$ cat src/rtl/stone_ram_arbiter_if.sv
// Bus bundle between the stone RAM arbiter, its three requesters and the RAM.
// Renderer: draw_req/draw_addr in, draw_ack out.
// Ropes 0/1: req/op/addr/wdata in, ack/ok out.
// Shared outputs: rdata, busy.
// RAM side: ram_address/ram_data/ram_wren out, ram_q in.
// The slave modport is the arbiter. The master modport is the requesters plus the RAM model.
interface stone_ram_arbiter_if;
  logic        draw_req;
  logic [3:0]  draw_addr;
  logic        draw_ack;
  logic        rope0_req;
  logic [1:0]  rope0_op;
  logic [3:0]  rope0_addr;
  logic [31:0] rope0_wdata;
  logic        rope0_ack;
  logic        rope0_ok;
  logic        rope1_req;
  logic [1:0]  rope1_op;
  logic [3:0]  rope1_addr;
  logic [31:0] rope1_wdata;
  logic        rope1_ack;
  logic        rope1_ok;
  logic [31:0] rdata;
  logic [3:0]  ram_address;
  logic [31:0] ram_data;
  logic        ram_wren;
  logic [31:0] ram_q;
  logic        busy;

  modport slave (
    input  draw_req, draw_addr,
    input  rope0_req, rope0_op, rope0_addr, rope0_wdata,
    input  rope1_req, rope1_op, rope1_addr, rope1_wdata,
    input  ram_q,
    output draw_ack, rope0_ack, rope0_ok, rope1_ack, rope1_ok,
    output rdata, ram_address, ram_data, ram_wren, busy
  );

  modport master (
    output draw_req, draw_addr,
    output rope0_req, rope0_op, rope0_addr, rope0_wdata,
    output rope1_req, rope1_op, rope1_addr, rope1_wdata,
    output ram_q,
    input  draw_ack, rope0_ack, rope0_ok, rope1_ack, rope1_ok,
    input  rdata, ram_address, ram_data, ram_wren, busy
  );
endinterface

$ cat src/rtl/stone_ram_arbiter.sv
// Owner of the 16-entry stone RAM.
// Serialises renderer reads and rope read/write/claim/release commands onto the single RAM port.
// Claim (test-and-set of bit 0) and release (clear bits 1:0) are atomic read-modify-write sequences.
// Ports:
//   clock_i - system clock.
//   reset_i - synchronous, active-high reset.
//   bus     - requester and RAM signals; see stone_ram_arbiter_if.
module stone_ram_arbiter #(
  parameter int unsigned RAM_LAT    = 1,
  parameter int unsigned DRAW_BURST = 8
) (
  input  logic                clock_i,
  input  logic                reset_i,
  stone_ram_arbiter_if.slave  bus
);
  localparam int unsigned BW = $clog2(DRAW_BURST + 1);
  localparam int unsigned LW = (RAM_LAT > 1) ? $clog2(RAM_LAT) : 1;

  localparam logic [1:0] OP_RD    = 2'd0;
  localparam logic [1:0] OP_WR    = 2'd1;
  localparam logic [1:0] OP_CLAIM = 2'd2;

  typedef enum logic [2:0] {IDLE, ISSUE_RD, WAIT_RD, MODIFY, ISSUE_WR, ACK} state_e;

  typedef struct packed {
    logic [1:0]  op;
    logic [3:0]  addr;
    logic [31:0] wdata;
  } slot_t;

  // Requester index 0 = renderer, 1 = rope0, 2 = rope1.
  state_e        state_q, state_d;
  slot_t [2:0]   slot_q, slot_d;
  logic  [2:0]   pend_q, pend_d;
  logic  [1:0]   win_q, win_d;
  logic          last_rope_q, last_rope_d;
  logic  [BW-1:0] burst_q, burst_d;
  logic  [LW-1:0] lat_q, lat_d;
  logic  [31:0]  cap_q, cap_d;
  logic          res_ok_q, res_ok_d;
  logic  [3:0]   addr_q, addr_d;
  logic  [31:0]  data_q, data_d;
  logic          wren_q, wren_d;
  logic  [2:0]   ack_q, ack_d;
  logic  [1:0]   ok_q, ok_d;
  logic  [31:0]  rdata_q, rdata_d;
  logic          busy_q, busy_d;

  logic  [2:0]   req_c;
  slot_t [2:0]   in_c;

  assign req_c = {bus.rope1_req, bus.rope0_req, bus.draw_req};
  assign in_c[0] = {OP_RD, bus.draw_addr, 32'd0};
  assign in_c[1] = {bus.rope0_op, bus.rope0_addr, bus.rope0_wdata};
  assign in_c[2] = {bus.rope1_op, bus.rope1_addr, bus.rope1_wdata};

  // State and output registers.
  always_ff @(posedge clock_i) begin
    if (reset_i) begin
      state_q     <= IDLE;
      slot_q      <= '0;
      pend_q      <= '0;
      win_q       <= '0;
      last_rope_q <= 1'b1;
      burst_q     <= '0;
      lat_q       <= '0;
      cap_q       <= '0;
      res_ok_q    <= 1'b0;
      addr_q      <= '0;
      data_q      <= '0;
      wren_q      <= 1'b0;
      ack_q       <= '0;
      ok_q        <= '0;
      rdata_q     <= '0;
      busy_q      <= 1'b0;
    end else begin
      state_q     <= state_d;
      slot_q      <= slot_d;
      pend_q      <= pend_d;
      win_q       <= win_d;
      last_rope_q <= last_rope_d;
      burst_q     <= burst_d;
      lat_q       <= lat_d;
      cap_q       <= cap_d;
      res_ok_q    <= res_ok_d;
      addr_q      <= addr_d;
      data_q      <= data_d;
      wren_q      <= wren_d;
      ack_q       <= ack_d;
      ok_q        <= ok_d;
      rdata_q     <= rdata_d;
      busy_q      <= busy_d;
    end
  end

  // Slot capture, grant arbitration and command sequencing.
  always_comb begin
    logic  [1:0] gnt;
    logic        rope;
    logic        any_rope;
    logic        ok_v;
    slot_t       sel;
    state_d     = state_q;
    slot_d      = slot_q;
    pend_d      = pend_q;
    win_d       = win_q;
    last_rope_d = last_rope_q;
    burst_d     = burst_q;
    lat_d       = lat_q;
    cap_d       = cap_q;
    res_ok_d    = res_ok_q;
    addr_d      = addr_q;
    data_d      = data_q;
    wren_d      = 1'b0;
    ack_d       = '0;
    rdata_d     = rdata_q;
    gnt         = 2'd0;
    rope        = 1'b0;
    ok_v        = 1'b1;
    any_rope    = pend_q[1] | pend_q[2];
    sel         = slot_q[win_q];

    case (state_q)
      IDLE: begin
        if (|pend_q) begin
          if (pend_q[0] && !(burst_q == BW'(DRAW_BURST) && any_rope)) begin
            gnt = 2'd0;
            if (any_rope) burst_d = BW'(burst_q + 1'b1);
          end else begin
            rope        = (pend_q[1] && pend_q[2]) ? ~last_rope_q : pend_q[2];
            gnt         = rope ? 2'd2 : 2'd1;
            last_rope_d = rope;
            burst_d     = '0;
          end
          win_d    = gnt;
          sel      = slot_q[gnt];
          addr_d   = sel.addr;
          res_ok_d = 1'b1;
          if (sel.op == OP_WR) begin
            data_d  = sel.wdata;
            wren_d  = 1'b1;
            state_d = ISSUE_WR;
          end else begin
            state_d = ISSUE_RD;
          end
        end
      end
      ISSUE_RD: begin
        lat_d   = '0;
        state_d = WAIT_RD;
      end
      WAIT_RD: begin
        if (lat_q == LW'(RAM_LAT - 1)) begin
          cap_d = bus.ram_q;
          if (sel.op == OP_RD) begin
            rdata_d      = bus.ram_q;
            ack_d[win_q] = 1'b1;
            state_d      = ACK;
          end else begin
            state_d = MODIFY;
          end
        end else begin
          lat_d = LW'(lat_q + 1'b1);
        end
      end
      MODIFY: begin
        // Claim succeeds only on a visible, not-yet-moving stone.
        if (sel.op == OP_CLAIM) begin
          if (cap_q[1] & ~cap_q[0]) begin
            data_d  = cap_q | 32'd1;
            wren_d  = 1'b1;
            state_d = ISSUE_WR;
          end else begin
            ok_v         = 1'b0;
            rdata_d      = cap_q;
            ack_d[win_q] = 1'b1;
            state_d      = ACK;
          end
        end else begin
          data_d  = cap_q & ~32'h3;
          wren_d  = 1'b1;
          state_d = ISSUE_WR;
        end
      end
      ISSUE_WR: begin
        ok_v = res_ok_q;
        if (sel.op != OP_WR) rdata_d = cap_q;
        ack_d[win_q] = 1'b1;
        state_d      = ACK;
      end
      ACK: begin
        pend_d[win_q] = 1'b0;
        state_d       = IDLE;
      end
      default: state_d = IDLE;
    endcase

    // A request in its own ack cycle is accepted: set wins over clear.
    for (int i = 0; i < 3; i++) begin
      if (req_c[i] && (!pend_q[i] || (state_q == ACK && win_q == 2'(i)))) begin
        slot_d[i] = in_c[i];
        pend_d[i] = 1'b1;
      end
    end

    ok_d   = {ack_d[2] & ok_v, ack_d[1] & ok_v};
    busy_d = (state_d != IDLE);
  end

  assign bus.draw_ack    = ack_q[0];
  assign bus.rope0_ack   = ack_q[1];
  assign bus.rope1_ack   = ack_q[2];
  assign bus.rope0_ok    = ok_q[0];
  assign bus.rope1_ok    = ok_q[1];
  assign bus.rdata       = rdata_q;
  assign bus.ram_address = addr_q;
  assign bus.ram_data    = data_q;
  // Gated by reset so a reset landing on ISSUE_WR never writes.
  assign bus.ram_wren    = wren_q & ~reset_i;
  assign bus.busy        = busy_q;
endmodule
$ cat src/flat_wrapper.sv
// flat-port wrapper written by rule: the top's interface ports become plain ports
module stone_ram_arbiter_flat 
#(
  parameter int unsigned RAM_LAT    = 1,
  parameter int unsigned DRAW_BURST = 8
)
  (clock_i, reset_i, bus_draw_req, bus_draw_addr, bus_rope0_req, bus_rope0_op, bus_rope0_addr, bus_rope0_wdata, bus_rope1_req, bus_rope1_op, bus_rope1_addr, bus_rope1_wdata, bus_ram_q, bus_draw_ack, bus_rope0_ack, bus_rope0_ok, bus_rope1_ack, bus_rope1_ok, bus_rdata, bus_ram_address, bus_ram_data, bus_ram_wren, bus_busy);
  stone_ram_arbiter_if bus_i ();
  input  logic clock_i;
  input  logic reset_i;
  input wire logic [$bits(bus_i.draw_req)-1:0] bus_draw_req;
  input wire logic [$bits(bus_i.draw_addr)-1:0] bus_draw_addr;
  input wire logic [$bits(bus_i.rope0_req)-1:0] bus_rope0_req;
  input wire logic [$bits(bus_i.rope0_op)-1:0] bus_rope0_op;
  input wire logic [$bits(bus_i.rope0_addr)-1:0] bus_rope0_addr;
  input wire logic [$bits(bus_i.rope0_wdata)-1:0] bus_rope0_wdata;
  input wire logic [$bits(bus_i.rope1_req)-1:0] bus_rope1_req;
  input wire logic [$bits(bus_i.rope1_op)-1:0] bus_rope1_op;
  input wire logic [$bits(bus_i.rope1_addr)-1:0] bus_rope1_addr;
  input wire logic [$bits(bus_i.rope1_wdata)-1:0] bus_rope1_wdata;
  input wire logic [$bits(bus_i.ram_q)-1:0] bus_ram_q;
  output wire logic [$bits(bus_i.draw_ack)-1:0] bus_draw_ack;
  output wire logic [$bits(bus_i.rope0_ack)-1:0] bus_rope0_ack;
  output wire logic [$bits(bus_i.rope0_ok)-1:0] bus_rope0_ok;
  output wire logic [$bits(bus_i.rope1_ack)-1:0] bus_rope1_ack;
  output wire logic [$bits(bus_i.rope1_ok)-1:0] bus_rope1_ok;
  output wire logic [$bits(bus_i.rdata)-1:0] bus_rdata;
  output wire logic [$bits(bus_i.ram_address)-1:0] bus_ram_address;
  output wire logic [$bits(bus_i.ram_data)-1:0] bus_ram_data;
  output wire logic [$bits(bus_i.ram_wren)-1:0] bus_ram_wren;
  output wire logic [$bits(bus_i.busy)-1:0] bus_busy;
  assign bus_i.draw_req = bus_draw_req;
  assign bus_i.draw_addr = bus_draw_addr;
  assign bus_i.rope0_req = bus_rope0_req;
  assign bus_i.rope0_op = bus_rope0_op;
  assign bus_i.rope0_addr = bus_rope0_addr;
  assign bus_i.rope0_wdata = bus_rope0_wdata;
  assign bus_i.rope1_req = bus_rope1_req;
  assign bus_i.rope1_op = bus_rope1_op;
  assign bus_i.rope1_addr = bus_rope1_addr;
  assign bus_i.rope1_wdata = bus_rope1_wdata;
  assign bus_i.ram_q = bus_ram_q;
  assign bus_draw_ack = bus_i.draw_ack;
  assign bus_rope0_ack = bus_i.rope0_ack;
  assign bus_rope0_ok = bus_i.rope0_ok;
  assign bus_rope1_ack = bus_i.rope1_ack;
  assign bus_rope1_ok = bus_i.rope1_ok;
  assign bus_rdata = bus_i.rdata;
  assign bus_ram_address = bus_i.ram_address;
  assign bus_ram_data = bus_i.ram_data;
  assign bus_ram_wren = bus_i.ram_wren;
  assign bus_busy = bus_i.busy;
  stone_ram_arbiter #(.RAM_LAT(RAM_LAT), .DRAW_BURST(DRAW_BURST)) u_core (.clock_i(clock_i), .reset_i(reset_i), .bus(bus_i));
endmodule
$ cat config.mk
export PLATFORM = sky130hd
export DESIGN_NAME = stone_ram_arbiter_flat
export DESIGN_NICKNAME = d
export VERILOG_FILES = /design/src/rtl/stone_ram_arbiter_if.sv /design/src/rtl/stone_ram_arbiter.sv /design/src/flat_wrapper.sv
export SDC_FILE = /design/constraint.sdc
export NUM_CORES = 1
export LEC_CHECK = 0
export BUFFER_PORTS_ARGS = -buffer_cell sky130_fd_sc_hd__buf_2
export CAP_MARGIN = 40
export CELL_PAD_IN_SITES_DETAIL_PLACEMENT = 0
export CELL_PAD_IN_SITES_GLOBAL_PLACEMENT = 2
export CORE_ASPECT_RATIO = 0.6
export CORE_UTILIZATION = 28
export CTS_CLUSTER_DIAMETER = 150
export CTS_CLUSTER_SIZE = 12
export DETAILED_ROUTE_END_ITERATION = 7
export PLACE_DENSITY_LB_ADDON = 0.1
export SYNTH_ARGS = -nofsm -noshare
export SYNTH_HDL_FRONTEND = slang
export SYNTH_SLANG_ARGS = --single-unit
$ cat constraint.sdc
create_clock -name clock_i -period 1.75 [get_ports clock_i]
set_clock_uncertainty 0.15 [all_clocks]
set_input_delay 0.35 -clock clock_i [delete_from_list [all_inputs] [get_ports clock_i]]
set_output_delay 0.35 -clock clock_i [all_outputs]
set_load 0.02 [all_outputs]
==> flow_summary.ini, run 1 <==
[outcome]
outcome = finished, violations left
violations = setup timing

[setup_path]
worstSetupPathType = reg2reg
cpPeakStageDelay_ps = 440
cp_max_fo = 14
cp_slowest_cell = mux2i_1
crit_chain = a21boi_4, buf_8, buf_16, mux2i_1, a2111oi_4, a31o_1
cp.arrival_ps = 2240
start_kind = register
required_ps = 2010
cp-end-kind = register

[floorplan]
die-area_um2 = 31690
initial_core_util_pct = 28.68
die_h_um = 138.3
design.core.area_um2 = 30230
io_pins = 192
fp.dieW_um = 229.2
rows = 49

[worst_hold_path]
hold_class = in2reg

[synthesis]
synth-edff-count = 0
synth_top_area_cell = dfxtp_1
ys_ff_latch = 201
synthArstFlopShare_pct = 0
yosys_warnings = 0
yosysSeqAreaShare_pct = 46.41
syn_nets = 1212
synth_top_area_share_pct = 46.41
synth_cell_type_count = 46
synth.avg_cell_area_um2 = 7.932
synthTopCellsByCount = nand2_1 (235), dfxtp_1 (201), a21oi_1 (198)
synth_ff_type = dfxtp_1
yosysMostFrequentCell = nand2_1
yosys-top-cells-area = dfxtp_1 (46%), a21oi_1 (11%), nand2_1 (10%), mux2i_1 (4.2%), a211oi_1 (2.9%)
synth_cells = 1093
syn_area_um2 = 8670

[layout]
n_fill_cell = 2729
drive_gt1_share_pct = 55.95
multi_input_area_um2 = 6849
area_delta_synth_final_pct = 93.92
final_cells = 1895
n_antenna_cell = 0
ff_latch_area_um2 = 4050
nets = 1606

[route]
routedWlPerCell_um = 21.49
drt-initial-drc-count = 626
ant_nets = 0
via_count = 9716
drc = 0
dr.pass1.iters = 5
vias_per_cell = 5.127
wirelength_mm = 40.72

[clock_tree]
clockRootBuffer = clkbuf_16
clkTransAtPathRegs_ps = 70
cts_buffers = 20
cts_sinks = 201
cts_tree = done
clk_latency_ps = 520
htreeDepth = 1
clockBufferDepth = 3

[pwr]
internal_power_w = 0.01042
clkPwrFrac_pct = 24.3
leakage_nw = 6.633
p_seq_share_pct = 33.8
swShare_pct = 36.13
powerDensity_nw_per_um2 = 970.4
total_power_w = 0.01631
switchingPower_w = 0.005894
max-vdd-ir-drop_mv = 0.5418
pwr-share-comb_pct = 41.9

[global_routing]
grt.total_usage_pct = 22.98
grt_pass1_wl_mm = 56.39
grt_max_degree = 73
gr-total-overflow = 0
grt_pass1_vias = 9464
antenna_found_initial = 0

[placed_design]
port_buffers = 191
dp_hpwl_mm = 21.83
gp_congestion = 0.8064
dpl.cell_count = 1671
preCtsSetupSlack_ps = -317.1

[job]
maxCapViolCount = 0

[sta]
tightest_slew_ps = 546.3
hold_viol = 0
slew_headroom_pct = 63.58
fin_crit_ps = 1986
fmaxAchievable_mhz = 503.4
period_share_pct = 113.5
worst_slack_ps = -236.3
finalMaxSlewViolations = 0
rsz0062_at_grt = true
setup_viol = 166
## logic make-up after synthesis
logic type / Yosys count / synth area share (%)
buffers and inverters: 141 / 6.610
adder cells (fa/ha/maj): 2 / 0.2886
AO/OA/AOI/OAI: 352 / 24.84
AND/OR/NAND/NOR: 359 / 17.43
flip-flops: 201 / 46.41
multiplexers: 38 / 4.416
## power by group through the flow
stage / Clock, W / Combinational (W) / Sequential [W]
final: 0.00396 / 0.00684 / 0.00551
after global routing: 0.00424 / 0.00721 / 0.00557
after CTS: 0.00406 / 0.00576 / 0.00549
after detailed placement: 0 / 0.00395 / 0.00558
after global placement: 0 / 0.00395 / 0.00558
after floorplan: 0 / 0.00225 / 0.00583
## worst paths after layout
path	to	start	slack, ps	cells past startpoint
setup / recovery	u_core.bus.ram_data[9]$_SDFFE_PP0P_	u_core.pend_q[2]$_SDFFE_PP0P_	-240	6
setup reg to reg	u_core.bus.ram_data[9]$_SDFFE_PP0P_	u_core.pend_q[2]$_SDFFE_PP0P_	-240	6
hold reg to reg	u_core.bus.ram_address[0]$_SDFFE_PP0P_	u_core.bus.ram_address[0]$_SDFFE_PP0P_	300	2
hold / removal	u_core.pend_q[1]$_SDFFE_PP0P_	bus_rope0_req	20	3
## cells in the final DEF (no fill, tap or decap), types with 5 or more instances in the layout
master / count
buf_2: 190
dfxtp_1: 190
a21oi_2: 139
nand2_1: 116
dlygate4sd3_1: 114
nand2_4: 85
buf_4: 47
nor2_1: 46
buf_12: 43
a21oi_1: 42
clkbuf_16: 39
inv_1: 38
buf_6: 37
nand2_2: 33
a211oi_2: 31
o22ai_2: 25
a31o_1: 24
a2111oi_4: 21
mux2i_1: 18
nor3_1: 17
a21oi_4: 17
nor3_2: 16
buf_16: 16
mux2i_2: 12
nand3_1: 8
o22ai_1: 8
buf_8: 7
mux2i_4: 6
dfxtp_2: 6
o21ai_4: 5
o31ai_1: 5
dfxtp_4: 5
## sequential cells by signal, summed over array words and instances (netlist names)
signal,cells
u_core.ack_q,3
u_core.burst_q,4
u_core.bus.busy,1
u_core.bus.ram_address,4
u_core.bus.ram_data,32
u_core.bus.rdata,32
u_core.cap_q,32
u_core.last_rope_q,1
u_core.ok_q,2
u_core.pend_q,3
u_core.res_ok_q,1
u_core.slot_q,80
u_core.state_q,3
u_core.win_q,2
u_core.wren_q,1
## critical path: cells and delay by family, from the launching register on
kind	cells	cell delay, ps
flops	1	350
mux	1	440
buf+inv	2	350
compound gates	3	560
## layer usage
layer  part of all wire [%]  track usage (%)
met3                    4.8            3.073
met2                     43            35.57
met5                      0                0
met4                    1.3            3.614
met1                     51            34.28
## layout make-up
type	count	share of cell area, %
clock inverters	1	0.02977
repair buffers	472	28.06
inverters	41	0.9154
flip-flops and latches	201	24.09
well taps	408	3.036
multi-input cells	751	40.74
clock buffers	21	3.126
## repair_timing
action,in CTS,in global routing
buffers inserted,42,16
gates cloned,23,22
setup endpoints to repair,155,194
hold endpoints to repair,114,0
hold buffers,114,0
resized for setup,221,413
pin swaps,61,184
## metrics by stage
| stage | hold WS, ps | cell area, um2 | setup TNS (ps) | util [%] |
|---|---|---|---|---|
| detailed placement | 293.7 | 11040 | -23150 | 36.51 |
| floorplan | 282.2 | 9193 | -2357 | - |
| CTS | 0.02154 | 14650 | -12820 | 48.47 |
| global placement | 290.7 | 11040 | -19630 | 36.51 |
| finish | 21.78 | 16810 | -20240 | 55.62 |
| global route | 23.79 | 16810 | -31510 | 55.62 |
No activity file was read; power rests on OpenSTA's default activity.
==> inputs of run 2 (changes only) <==
Settings changed: CELL_PAD_IN_SITES_DETAIL_PLACEMENT 0 to not set, CELL_PAD_IN_SITES_GLOBAL_PLACEMENT 2 to not set, CORE_UTILIZATION 28 to 49, PLACE_DENSITY set to 0.87, PLACE_DENSITY_LB_ADDON 0.1 to not set, SKIP_LAST_GASP set to 1.
==> flow_summary.ini, run 2 <==
[synthesis]
synth_cells = 1093
synthArstFlopShare_pct = 0
synth_cell_type_count = 46
synth_top_area_share_pct = 46.41
ys_ff_latch = 201
syn_nets = 1212
synth_top_area_cell = dfxtp_1
synth-edff-count = 0
syn_area_um2 = 8670
yosys-top-cells-area = dfxtp_1 (46%), a21oi_1 (11%), nand2_1 (10%), mux2i_1 (4.2%), a211oi_1 (2.9%)
synthTopCellsByCount = nand2_1 (235), dfxtp_1 (201), a21oi_1 (198)
yosysMostFrequentCell = nand2_1
yosys_warnings = 0
synth_ff_type = dfxtp_1
yosysSeqAreaShare_pct = 46.41
synth.avg_cell_area_um2 = 7.932

[global_routing]
grt_max_degree = 85
gr-total-overflow = 260
antenna_found_initial = 9
grt.total_usage_pct = 91.52

[floorplan]
rows = 37
io_pins = 192
die_h_um = 105.0
fp.dieW_um = 173.7
initial_core_util_pct = 50.34

[outcome]
lastStage = global routing (5_1_grt)
outcome = did not finish
firstError = [ERROR GRT-0232] Routing congestion too high. Check the congestion heatmap in the GUI.

[clock_tree]
clockRootBuffer = clkbuf_16
cts_buffers = 20
clockBufferDepth = 3
cts_sinks = 201
htreeDepth = 1

[placed_design]
gp_congestion = 0.9351
dp_hpwl_mm = 18.45
postPlaceCellArea_um2 = 10750
port_buffers = 191

[sta]
worst_endpoint_kind = register data pin
postGrtWorstEndpoint = u_core.bus.ram_data[13]$_SDFFE_PP0P_/D
## run 2: stage by stage
| stage | setup slack, ps | hold WS [ps] | std cells |
|---|---|---|---|
| after CTS | -187.0 | 1.819 | 1677 |
| after detailed placement | -280.9 | 294.0 | 1498 |
| after global placement | -185.2 | 291.5 | 1498 |
| after floorplan | -74.43 | 282.2 | 1093 |
## run 2: repair_timing
item / in CTS
hold endpoints to repair: 111
setup buffers: 31
cloned: 17
pin swaps: 33
setup endpoints to repair: 135
hold buffers: 111
resized for setup: 183
## run 2: kinds of logic after synthesis
| family | count (synthesis) | synth area share (%) |
|---|---|---|
| mux | 38 | 4.416 |
| compound gates | 352 | 24.84 |
| simple gates | 359 | 17.43 |
| fa+ha+maj | 2 | 0.2886 |
| flops | 201 | 46.41 |
| buf+inv | 141 | 6.610 |
## run 2: per-layer routing
layer	GRT overflow	track usage [%]
met1	24	89.66
met2	102	98.71
met3	24	87.30
met4	104	93.36
met5	6	68.06
==> inputs of run 3 (changes only) <==
Settings changed: CORE_ASPECT_RATIO 0.6 to not set, CORE_UTILIZATION 49 to 40, CTS_CLUSTER_DIAMETER 150 to not set, CTS_CLUSTER_SIZE 12 to not set, PLACE_DENSITY 0.87 to not set, PLACE_DENSITY_LB_ADDON set to 0.15.
Clock period 1.75 ns to 2.3 ns, I/O delays scaled along.
==> flow_summary.ini, run 3 (same netlist as run 1, synthesis figures left out) <==
[floorplan]
design.core.area_um2 = 21150
io_pins = 192
die_h_um = 149.2
die-area_um2 = 22270
rows = 53
initial_core_util_pct = 40.98
fp.dieW_um = 149.2

[setup_path]
cp_slowest_cell = dfxtp_1
worstSetupPathType = reg2reg
cpLargestDelayFamily = compound AO/OA/AOI/OAI gates
worst-path-buf-inv = 1
ff2ff_path_depth = 6
start_kind = register
crit_cells = 6
cpPeakStageDelay_ps = 410
cp_max_fo = 43
crit_chain = a21boi_4, mux2i_2, a32oi_4, buf_12, a2111oi_0, a31o_1
cp-end-kind = register
cp.arrival_ps = 2450
required_ps = 2600

[clock_tree]
cts_tree = done
holdBufCountCts = 0
clockBufferDepth = 3
clk_latency_ps = 510
clockRootBuffer = clkbuf_16
htreeDepth = 1
clkTransAtPathRegs_ps = 60
cts_setup_buffers = 0
cts_buffers = 23
cts_sinks = 201

[job]
maxCapViolCount = 0

[route]
vias_per_cell = 5.257
ant_nets = 0
drt-initial-drc-count = 524
via_count = 8059
dr.pass1.iters = 5
drc = 0
routedWlPerCell_um = 16.48
wirelength_mm = 25.26

[sta]
holdWs_ps = 35.54
period_share_pct = 93.63
rsz0062_at_grt = false
setup_viol = 0
slew_headroom_pct = 49.88
setup-tns-final_ps = 0
fin_crit_ps = 2153
fmaxAchievable_mhz = 464.4
hold_viol = 0
finalMaxSlewViolations = 0
tightest_slew_ps = 751.7

[layout]
ff_latch_area_um2 = 4024
final_cells = 1533
final_cell_mix = nand2_1 (235), dfxtp_1 (201), a21oi_1 (198)
largest_reg_flops = 80
nets = 1362
n_antenna_cell = 0
n_fill_cell = 2118
drive_gt1_share_pct = 21.22
multi_input_area_um2 = 4134
finalInstanceArea_um2 = 10710
layout_commonest_cell = nand2_1
area_delta_synth_final_pct = 23.52
regMostFlops = u_core.slot_q

[worst_hold_path]
holdPathStages = 3
hold_class = in2reg

[pwr]
max-vdd-ir-drop_mv = 0.4798
powerDensity_nw_per_um2 = 931.9
leakage_nw = 4.327

[global_routing]
gr-total-overflow = 0
antenna_found_initial = 0
grt_pass1_vias = 7253
grt.total_usage_pct = 22.42
grt_pass1_wl_mm = 39.84
grt_max_degree = 163

[placed_design]
dpl.cell_count = 1493
gp_congestion = 0.7742
port_buffers = 191
dp_hpwl_mm = 17.14
postPlaceCellArea_um2 = 10020

[outcome]
outcome = finished, final reports clean
-- run 3: layout make-up --
cell class / instances / area share [%]
multi-input combinational: 751 / 38.60
inverter: 41 / 1.437
clock inverter: 5 / 0.2921
timing repair buffer: 225 / 12.90
clock buffer: 35 / 5.982
tap: 275 / 3.213
sequential: 201 / 37.57
-- run 3: through the flow --
stage	total power [W]	util (%)	setup WS (ps)
6_report	0.009980	50.62	146.6
5_1_grt	0.01053	50.62	1.321
4_1_cts	0.01005	50.55	79.34
3_5_place_dp	0.006715	47.38	54.83
3_3_place_gp	0.006681	47.28	99.09
2_1_floorplan	0.005828	-	381.5
-- run 3: report_power, final --
group	internal (W)	switching, W	leakage (nW)	total (W)
sequential	0.00388	0.000248	1.64	0.00413
clock	0.00191	0.00141	0.326	0.00333
combinational	0.000965	0.00156	2.36	0.00252
-- run 3: path summary, 6_finish.rpt --
path / from / slack, ps / endpoint
worst min register to register: u_core.bus.ram_address[2]$_SDFFE_PP0P_ / 300 / u_core.bus.ram_address[2]$_SDFFE_PP0P_
worst max-delay path: u_core.pend_q[2]$_SDFFE_PP0P_ / 150 / u_core.bus.ram_data[11]$_SDFFE_PP0P_
worst min-delay path: bus_rope0_wdata[14] / 40 / u_core.slot_q[52]$_SDFFE_PP0P_
worst max register to register: u_core.pend_q[2]$_SDFFE_PP0P_ / 150 / u_core.bus.ram_data[11]$_SDFFE_PP0P_
-- run 3: layer usage --
metal,GRT usage [%],part of all wire [%]
met5,0,0
met4,5.051,1.5
met3,3.119,5.8
met2,31.53,42
met1,35.31,51
-- run 3: worst register-to-register path, cell delays in order, from the launching register on --
cell	delay, ps
dfxtp_1	410
a21boi_4	260
mux2i_2	350
a32oi_4	200
buf_12	220
a2111oi_0	350
a31o_1	170
-- run 3: what timing repair did --
| item | in CTS | in global routing |
|---|---|---|
| setup endpoints to repair | 0 | 21 |
| gates resized for setup | 0 | 4 |
| hold endpoints to repair | 0 | 0 |
